<file path="src/rtl/hs_rx_fifo_pkg.sv">
// hs_rx_fifo_pkg
//   Shared definitions for the handshake receive FIFO:
//     - hs_state_e : handshake FSM state encoding (IDLE=1'b0, WAIT_LOW=1'b1)
//     - clog2()    : constant function sizing pointer and occupancy widths
package hs_rx_fifo_pkg;

  typedef enum logic {
    IDLE     = 1'b0,
    WAIT_LOW = 1'b1
  } hs_state_e;

  // Ceiling log2, usable in parameter/port width expressions.
  function automatic int clog2(input int value);
    int result;
    int v;
    result = 0;
    v = value - 1;
    while (v > 0) begin
      result = result + 1;
      v = v >> 1;
    end
    return result;
  endfunction

endpackage

</file>
<file path="src/rtl/hs_rx_fifo_sync.sv">
// sync_ff
//   Multi-flop synchroniser for a single asynchronous level signal.
//   All flops clear to 0 on reset.
// Ports:
//   clk   : sampling clock
//   rst_n : asynchronous active-low reset
//   d     : asynchronous input level
//   q     : synchronised output (last flop of the chain)
module sync_ff #(
  parameter int STAGES = 2
) (
  input  logic clk,
  input  logic rst_n,
  input  logic d,
  output logic q
);

  logic [STAGES-1:0] sync_reg;

  // Stage 0 samples d; each following stage samples its predecessor.
  generate
    for (genvar gi = 0; gi < STAGES; gi++) begin : g_stage
      always_ff @(posedge clk or negedge rst_n) begin
        if (!rst_n) begin
          sync_reg[gi] <= 1'b0;
        end else if (gi == 0) begin
          sync_reg[gi] <= d;
        end else begin
          sync_reg[gi] <= sync_reg[(gi == 0) ? 0 : gi-1];
        end
      end
    end
  endgenerate

  assign q = sync_reg[STAGES-1];

endmodule

</file>
<file path="src/rtl/hs_rx_fifo.sv">
// hs_rx_fifo
//   Receives words from an asynchronous four-phase (req/ack) bundled-data
//   producer, buffers them in a DEPTH-entry FIFO and presents them to a
//   synchronous valid/ready consumer.
// Ports:
//   clk, rst_n         : clock, asynchronous active-low reset
//   in_req, in_data    : four-phase request and bundled data (async to clk)
//   in_ack             : registered four-phase acknowledge
//   out_valid/out_data : FIFO head, valid while count != 0
//   out_ready          : consumer pops the head when out_valid is high
//   count              : FIFO occupancy, 0..DEPTH
// Optional build macro HS_RX_PARITY_EN adds:
//   in_par  : odd-parity bit over {in_data, in_par}
//   par_err : sticky flag, set when a word with bad parity is acked
module hs_rx_fifo
  import hs_rx_fifo_pkg::*;
#(
  parameter int WD          = 4,
  parameter int DEPTH       = 4,
  parameter int SYNC_STAGES = 2
) (
  input  logic                  clk,
  input  logic                  rst_n,
  input  logic                  in_req,
  input  logic [WD-1:0]         in_data,
  output logic                  in_ack,
  output logic                  out_valid,
  output logic [WD-1:0]         out_data,
  input  logic                  out_ready,
  output logic [clog2(DEPTH):0] count
`ifdef HS_RX_PARITY_EN
  ,
  input  logic                  in_par,
  output logic                  par_err
`endif
);

  localparam int AW = clog2(DEPTH);
  localparam int CW = AW + 1;
  localparam logic [CW-1:0] FULL_COUNT = CW'(DEPTH);

  hs_state_e     state_reg;
  logic          ack_reg;
  logic          req_s;
  logic [WD-1:0] mem [DEPTH];
  logic [AW-1:0] wr_ptr_reg;
  logic [AW-1:0] rd_ptr_reg;
  logic [CW-1:0] count_reg;
  logic          full;
  logic          accept;
  logic          par_ok;
  logic          wr_en;
  logic          pop;

  sync_ff #(.STAGES(SYNC_STAGES)) u_req_sync (
    .clk   (clk),
    .rst_n (rst_n),
    .d     (in_req),
    .q     (req_s)
  );

  // Full uses the registered (pre-edge) count, so a pop in the same cycle
  // frees a slot only for the following edge.
  assign full   = (count_reg == FULL_COUNT);
  assign accept = (state_reg == IDLE) && req_s && !full;

`ifdef HS_RX_PARITY_EN
  assign par_ok = ^{in_data, in_par};
`else
  assign par_ok = 1'b1;
`endif

  // A bad-parity word is still acked (accept) but never stored (wr_en).
  assign wr_en = accept && par_ok;
  assign pop   = out_valid && out_ready;

  // in_data is sampled on the edge that raises in_ack; ack has not risen
  // yet, so the bundled data is guaranteed stable.
  always_ff @(posedge clk) begin
    if (wr_en) begin
      mem[wr_ptr_reg] <= in_data;
    end
  end

  always_ff @(posedge clk or negedge rst_n) begin
    if (!rst_n) begin
      state_reg <= IDLE;
      ack_reg   <= 1'b0;
    end else begin
      case (state_reg)
        IDLE: begin
          if (accept) begin
            ack_reg   <= 1'b1;
            state_reg <= WAIT_LOW;
          end
        end
        WAIT_LOW: begin
          if (!req_s) begin
            ack_reg   <= 1'b0;
            state_reg <= IDLE;
          end
        end
        default: begin
          ack_reg   <= 1'b0;
          state_reg <= IDLE;
        end
      endcase
    end
  end

  always_ff @(posedge clk or negedge rst_n) begin
    if (!rst_n) begin
      wr_ptr_reg <= '0;
      rd_ptr_reg <= '0;
      count_reg  <= '0;
    end else begin
      if (wr_en) begin
        wr_ptr_reg <= wr_ptr_reg + AW'(1);
      end
      if (pop) begin
        rd_ptr_reg <= rd_ptr_reg + AW'(1);
      end
      case ({wr_en, pop})
        2'b10:   count_reg <= count_reg + CW'(1);
        2'b01:   count_reg <= count_reg - CW'(1);
        default: count_reg <= count_reg;
      endcase
    end
  end

`ifdef HS_RX_PARITY_EN
  logic par_err_reg;

  always_ff @(posedge clk or negedge rst_n) begin
    if (!rst_n) begin
      par_err_reg <= 1'b0;
    end else if (accept && !par_ok) begin
      par_err_reg <= 1'b1;
    end
  end

  assign par_err = par_err_reg;
`endif

  assign in_ack    = ack_reg;
  assign count     = count_reg;
  assign out_valid = (count_reg != '0);
  assign out_data  = mem[rd_ptr_reg];

endmodule

</file>
<file path="config.mk">
export PLATFORM = sky130hd
export DESIGN_NAME = hs_rx_fifo
export DESIGN_NICKNAME = d
export VERILOG_FILES = /design/src/rtl/hs_rx_fifo_pkg.sv /design/src/rtl/hs_rx_fifo_sync.sv /design/src/rtl/hs_rx_fifo.sv
export SDC_FILE = /design/constraint.sdc
export NUM_CORES = 1
export LEC_CHECK = 0
export ABC_AREA = 1
export CORE_UTILIZATION = 30
export CTS_CLUSTER_SIZE = 28
export DETAILED_ROUTE_END_ITERATION = 8
export DONT_BUFFER_PORTS = 1
export PLACE_DENSITY = 0.48
export RECOVER_POWER = 100
export SYNTH_ARGS = -nofsm -noshare
export SYNTH_HDL_FRONTEND = slang
export SYNTH_HIERARCHICAL = 1
export SYNTH_SLANG_ARGS = --single-unit
</file>
<file path="constraint.sdc">
create_clock -name clk -period 2.4 [get_ports clk]
set_clock_uncertainty 0.2 [all_clocks]
set_input_delay 0.36 -clock clk [delete_from_list [all_inputs] [get_ports clk]]
set_output_delay 0.36 -clock clk [all_outputs]
set_load 0.05 [all_outputs]
</file>
==> impl_metrics.yaml, run 1 <==
outcome:
  status: "finished, final reports clean"
placed_design:
  place.gp.congestion: 0.695
  dpl_worst_slack_ns: 0.317
  numPlacedInstances: 170
  hpwl_um: 1510
  io_buffers: 0
  post_dp_cell_area_mm2: 0.00131
power_and_ir_drop:
  internal_power_uw: 933
  pwr-share-seq_pct: 40.3
  total_power_mw: 1.85
  vdd_drop_max_mv: 0.320
  cellLeakagePower_nw: 0.618
  power_density_mw_per_mm2: 1320
  netSwitchingPower_uw: 912
  netSwitchingFraction_pct: 49.4
  power_frac_clock_pct: 13.8
  p_comb_share_pct: 45.9
timing:
  final_period_minus_worst_setup_slack_ns: 2.19
  hold_slack_ns: 0.0332
  final_report_setup_violation_count: 0
  tns_ns: 0
  final_min_period_over_clock_period_pct: 91.4
  timing.final.hold_violations: 0
  report.final.slew_viol_count: 0
  unrepaired_setup_endpoints_after_global_routing: "false"
  worstMarginPinSlew_ns: 0.706
  worst_slack_ns: 0.207
  slew-limit-headroom_pct: 52.9
  max_freq_mhz: 456
worst_setup_path:
  criticalPathCategory: "register to primary output"
  cp_data_required_time_ns: 1.84
  r2r_worst_path_depth: 10
  max_fanout_on_critical_path: 14
  critical_path_arrival_ns: 1.63
  setup.worst_path.end_class: "primary output"
  cp-start-kind: "register"
synthesis:
  postSynthNetCount: 132
  synthesis.instances: 118
  synth.yosys.warnings: 6
  post_synth.cell_area_avg_um2: 10.5
  yosys_register_bits: 27
  ys_seq_area_share_pct: 60.9
  post_synth_instance_area_mm2: 0.00124
  distinct_cell_type_count_after_synthesis: 17
finish:
  largest_reg_flops: 16
  filler_cell_count: 423
  layout_commonest_cell: "nand2_1"
  antenna_cells_inserted: 0
  post-route-cell-area_mm2: 0.00140
  flow.area_growth_from_synthesis_pct: 13.0
  num-nets-final: 145
  layout_common_cells: "nand2_1 (25), inv_1 (21), edfxtp_1 (16), nor2_1 (15), dfrtp_1 (11)"
  fin_cells: 180
  fraction_of_final_layout_cells_with_drive_strength_greater_than_1_pct: 9.23
  final_util_pct: 35.3
die:
  boundaryPins: 17
  floorplan.initialDensity_pct: 31.2
  fp.dieH_um: 66.3
  rows: 23
  floorplan.die_area_mm2: 0.00439
  floorplan.core_area_mm2: 0.00397
  die_w_um: 66.3
clock_tree:
  tritoncts_num_sinks: 27
  tritoncts: "built"
  cts_bufs_inserted: 3
  postCtsSetupRepairBufs: 0
  longest_clk_path_bufs: 2
  clock_tree.root_cell: "clkbuf_8"
  clk-insertion-delay-late_ns: 0.26
  clk_pin_slew_ns: 0.09
  h-tree-depth: 1
route:
  route.detailed.wl_per_inst_um: 10.9
  drt_pass1_iterations: 4
  antenna_violating_nets_post_route: 0
  drt_drc_violations_left: 0
  vias_per_cell: 4.21
  initialDrtViolationCount: 29
  vias: 757
  totalWireLength_um: 1970
global_route:
  met1_usage_pct: 12.9
  global_route_wire_length_before_repair_um: 3480
  gr-max-usage-layer: "met2"
  grt_antenna_before_repair: 0
  maximum_number_of_pins_on_one_net_before_global_route_repair: 17
  via_count_of_the_first_global_routing_pass: 783
  grt_use_met3_pct: 2.24
  grt_overflow: 0
  grt_util_met2_pct: 19.1
  global_route.usage.total_pct: 10.7
run:
  count_of_maximum_capacitance_violations: 0
hold_path:
  hold_class: "input port to register"
  hold_path_depth: 2
[Yosys cell counts]
library cell / instances / area, um2
nand2_1: 25 / 93.8
inv_1: 21 / 78.8
edfxtp_1: 16 / 480
nor2_1: 15 / 56.3
dfrtp_1: 11 / 275
o21ai_0: 6 / 30.0
ha_1: 5 / 62.6
nand3_1: 5 / 25.0
o211ai_2: 4 / 50.1
nand2_2: 3 / 18.8
a21oi_1: 1 / 5.00
buf_6: 1 / 11.3
clkbuf_8: 1 / 13.8
fa_1: 1 / 20.0
inv_2: 1 / 3.75
nand4_1: 1 / 6.26
xnor2_1: 1 / 8.76
[final timing paths]
path,startpoint,to,slack [ns]
max,rd_ptr_reg[0],out_data[0],0.21
min,out_ready,rd_ptr_reg[0],0.03
max reg2reg,count[0],count[2],0.23
min reg2reg,u_req_sync/sync_reg[0],u_req_sync/q,0.15
max in group asynchronous,rst_n,rd_ptr_reg[1],1.40
min in group asynchronous,rst_n,count[2],0.28
[power by group through the flow]
| stage | logic [mW] | clock network (mW) | registers [mW] |
|---|---|---|---|
| floorplan | 0.680 | 0 | 0.810 |
| global placement | 0.857 | 0 | 0.755 |
| detailed placement | 0.880 | 0 | 0.757 |
| CTS | 0.895 | 0.264 | 0.746 |
| global route | 0.957 | 0.288 | 0.761 |
| finish | 0.847 | 0.255 | 0.744 |
[metal layers]
layer / wire length, um / part of all wire (%)
met1: 866 / 44
met2: 1050 / 53
met3: 55 / 2.8
met4: 0 / 0
met5: 0 / 0
[cells by family after synthesis]
family | Yosys count | synth area share [%]
buf+inv | 24 | 8.68
simple gates | 49 | 16.1
flops | 27 | 60.9
xor+xnor | 1 | 0.706
fa+ha+maj | 6 | 6.66
compound gates | 11 | 6.86
[critical path, cell delays in order, from the launching register on]
cell	delay, ns
dfrtp_1	0.47
inv_2	0.27
nor2_1	0.07
nor2_1	0.09
o21ai_0	0.10
nand2_1	0.36
[timing repair]
action / in CTS / in global routing
gates resized for setup: 0 / 0
hold endpoints to repair: 28 / 0
hold buffers: 6 / 0
[final cells by class]
cell class / instances / area [um2] / share of cell area, %
Sequential cell: 27 / 756 / 53.9
Inverter: 22 / 82.6 / 5.89
Multi-Input combinational cell: 67 / 377 / 26.9
Timing Repair Buffer: 10 / 75.1 / 5.36
Clock buffer: 3 / 41.3 / 2.95
Tap cell: 50 / 62.6 / 4.46
Clock inverter: 1 / 7.51 / 0.536
Power figures use the tool's default switching activity.
==> run 2: changes to the inputs <==
--- a/config.mk
+++ b/config.mk
@@ -12,6 +12,7 @@
 export DONT_BUFFER_PORTS = 1
 export PLACE_DENSITY = 0.48
 export RECOVER_POWER = 100
+export SLEW_MARGIN = 20
 export SYNTH_ARGS = -nofsm -noshare
 export SYNTH_HDL_FRONTEND = slang
 export SYNTH_HIERARCHICAL = 1
==> results of run 2 <==
Same layout as run 1: the final DEF is identical, and so are final timing and power.
==> run 3: changes to the inputs <==
--- a/config.mk
+++ b/config.mk
@@ -5,12 +5,12 @@
 export SDC_FILE = /design/constraint.sdc
 export NUM_CORES = 1
 export LEC_CHECK = 0
-export ABC_AREA = 1
-export CORE_UTILIZATION = 30
+export CORE_UTILIZATION = 45
 export CTS_CLUSTER_SIZE = 28
 export DETAILED_ROUTE_END_ITERATION = 8
 export DONT_BUFFER_PORTS = 1
-export PLACE_DENSITY = 0.48
+export GPL_TIMING_DRIVEN = 0
+export PLACE_DENSITY = 0.64
 export RECOVER_POWER = 100
 export SLEW_MARGIN = 20
 export SYNTH_ARGS = -nofsm -noshare
==> impl_metrics.yaml, run 3 <==
synthesis:
  synthesis.instances: 67
  netlist_top_cells_count: "edfxtp_1 (16), dfrtp_1 (11), inv_1 (7)"
  ys_seq_area_share_pct: 66.6
  ys_top_cells_by_area: "edfxtp_1 (42%), dfrtp_1 (24%), mux4_2 (7.9%)"
  synth_edf_count: 16
  distinct_cell_type_count_after_synthesis: 19
  post_synth.cell_area_avg_um2: 16.9
  post-synth-top-count-cell: "edfxtp_1"
  post_synth_instance_area_mm2: 0.00113
  yosys_register_bits: 27
  synth_top_area_cell: "edfxtp_1"
  synth-async-reset-ratio_pct: 40.7
  synthFlopType: "edfxtp_1"
  synth.yosys.warnings: 6
  postSynthNetCount: 81
  proportion_of_netlist_area_held_by_the_largest_area_contributor_pct: 42.3
route:
  drt_pass1_iterations: 3
  vias: 536
  totalWireLength_um: 1550
  drt_drc_violations_left: 0
  initialDrtViolationCount: 2
  vias_per_cell: 5.01
  route.detailed.wl_per_inst_um: 14.5
  antenna_violating_nets_post_route: 0
timing:
  hold_slack_ns: 0.127
  worstMarginPinSlew_ns: 0.485
  final_report_setup_violation_count: 1
  final_period_minus_worst_setup_slack_ns: 2.42
  slew-limit-headroom_pct: 67.6
  final_min_period_over_clock_period_pct: 101
  timing.final.hold_violations: 0
  tns_ns: -0.0228
  max_freq_mhz: 413
  unrepaired_setup_endpoints_after_global_routing: "true"
  worst_slack_ns: -0.0228
  report.final.slew_viol_count: 0
die:
  floorplan.initialDensity_pct: 49.4
  floorplan.core_area_mm2: 0.00230
  floorplan.die_area_mm2: 0.00273
  die_w_um: 52.2
  rows: 17
  fp.dieH_um: 52.2
  boundaryPins: 17
worst_setup_path:
  cp-start-kind: "register"
  critical-path-slowest-cell: "dfrtp_2"
  criticalPathCategory: "register to register"
  critical_path_arrival_ns: 2.47
  crit_path_cell_trace: "or3b_4 -> nor3b_4 -> inv_2 -> ha_4 -> inv_2 -> fa_2 -> xor2_1 -> nor2_1 -> xor2_1"
  setup.worst_path.end_class: "register"
  max_fanout_on_critical_path: 5
  cp_data_required_time_ns: 2.44
  slowest_delay_ns: 0.59
finish:
  largest_reg_flops: 16
  num-nets-final: 94
  fraction_of_final_layout_cells_with_drive_strength_greater_than_1_pct: 26.6
  antenna_cells_inserted: 0
  layout_commonest_cell: "edfxtp_1"
  flow.area_growth_from_synthesis_pct: 13.1
  post-route-cell-area_mm2: 0.00128
  layout_common_cells: "edfxtp_1 (16), dfrtp_1 (8), dlygate4sd3_1 (6), inv_1 (5)"
power_and_ir_drop:
  internal_power_uw: 915
  vdd_drop_max_mv: 0.780
  netSwitchingFraction_pct: 43.3
  total_power_mw: 1.61
  pwr-share-seq_pct: 50.7
  power_density_mw_per_mm2: 1260
  power_frac_clock_pct: 11.3
  netSwitchingPower_uw: 698
  p_comb_share_pct: 38.0
  cellLeakagePower_nw: 0.486
clock_tree:
  clk_pin_slew_ns: 0.13
  h-tree-depth: 1
  clock_tree.root_cell: "clkbuf_4"
  cts_bufs_inserted: 3
  clk-insertion-delay-late_ns: 0.31
  longest_clk_path_bufs: 2
  tritoncts: "built"
  tritoncts_num_sinks: 27
global_route:
  grt_antenna_before_repair: 0
  maximum_number_of_pins_on_one_net_before_global_route_repair: 15
  global_route.usage.total_pct: 13.8
  via_count_of_the_first_global_routing_pass: 578
  global_route_wire_length_before_repair_um: 2590
  grt_overflow: 0
outcome:
  violations_in_the_final_reports: "setup timing"
  status: "complete, but fails checks"
hold_path:
  hold_class: "input port to register"
run:
  count_of_maximum_capacitance_violations: 0
placed_design:
  io_buffers: 0
  place.gp.congestion: 0.627
  post_dp_cell_area_mm2: 0.00118
[run 3: cells by family after synthesis]
family	synth area share [%]
xor+xnor	4.63
mux	9.26
compound gates	2.09
simple gates	7.39
buf+inv	2.76
fa+ha+maj	7.28
flops	66.6
[run 3: stage by stage]
stage          utilization, %  setup slack [ns]  std cells
2_1_floorplan               -            0.0174         67
3_3_place_gp             51.3           -0.0861         95
3_5_place_dp             51.3            -0.120         95
4_1_cts                  55.8           -0.0615        107
5_1_grt                  55.9            -0.138        107
6_report                 55.9           -0.0228        107
[run 3: final cells by class]
cell class | count | area [um2]
Buffer | 1 | 5.00
Clock buffer | 4 | 26.3
Fill cell | 192 | 1010
Inverter | 7 | 26.3
Multi-Input combinational cell | 32 | 357
Sequential cell | 27 | 759
Tap cell | 28 | 35.0
Timing Repair Buffer | 8 | 75.1
[run 3: worst paths after layout]
check	endpoint	depth (start not counted)	slack (ns)	start
hold / removal	rd_ptr_reg[0]	2	0.13	out_ready
max in group asynchronous	count[2]	1	1.43	rst_n
setup / recovery	count[2]	9	-0.02	count[2]
min in group asynchronous	count[0]	1	0.23	rst_n
hold reg to reg	u_req_sync/q	0	0.16	u_req_sync/sync_reg[0]
setup reg to reg	count[2]	9	-0.02	count[2]
[run 3: layer usage]
layer	global-route usage [%]	wire length, um
met1	19.1	733
met2	20.3	747
met3	2.61	59
met4	7.89	10
met5	0	0
[run 3: timing repair]
| action | in CTS | in global routing |
|---|---|---|
| hold buffers | 6 | 0 |
| hold endpoints to repair | 28 | 0 |
| resized for setup | 2 | 2 |
| buffers inserted | 2 | 0 |
| pin swaps | 2 | 1 |
| endpoints found under the setup margin | 2 | 2 |
[run 3: worst max-delay path: cells and delay by family (launching register included)]
kind / cells / cell delay (ns)
adders and majority gates: 2 / 0.44
and+or+nand+nor: 3 / 0.74
DFF: 1 / 0.59
xor gates and xnor gates: 2 / 0.30
buffers and inverters: 2 / 0.09
[run 3: power groups by stage]
stage | Sequential (mW) | Clock [mW] | Combinational [mW]
4_1_cts | 0.819 | 0.197 | 0.625
2_1_floorplan | 0.801 | 0 | 0.528
3_3_place_gp | 0.822 | 0 | 0.576
5_1_grt | 0.833 | 0.210 | 0.677
6_report | 0.817 | 0.182 | 0.613
3_5_place_dp | 0.829 | 0 | 0.588
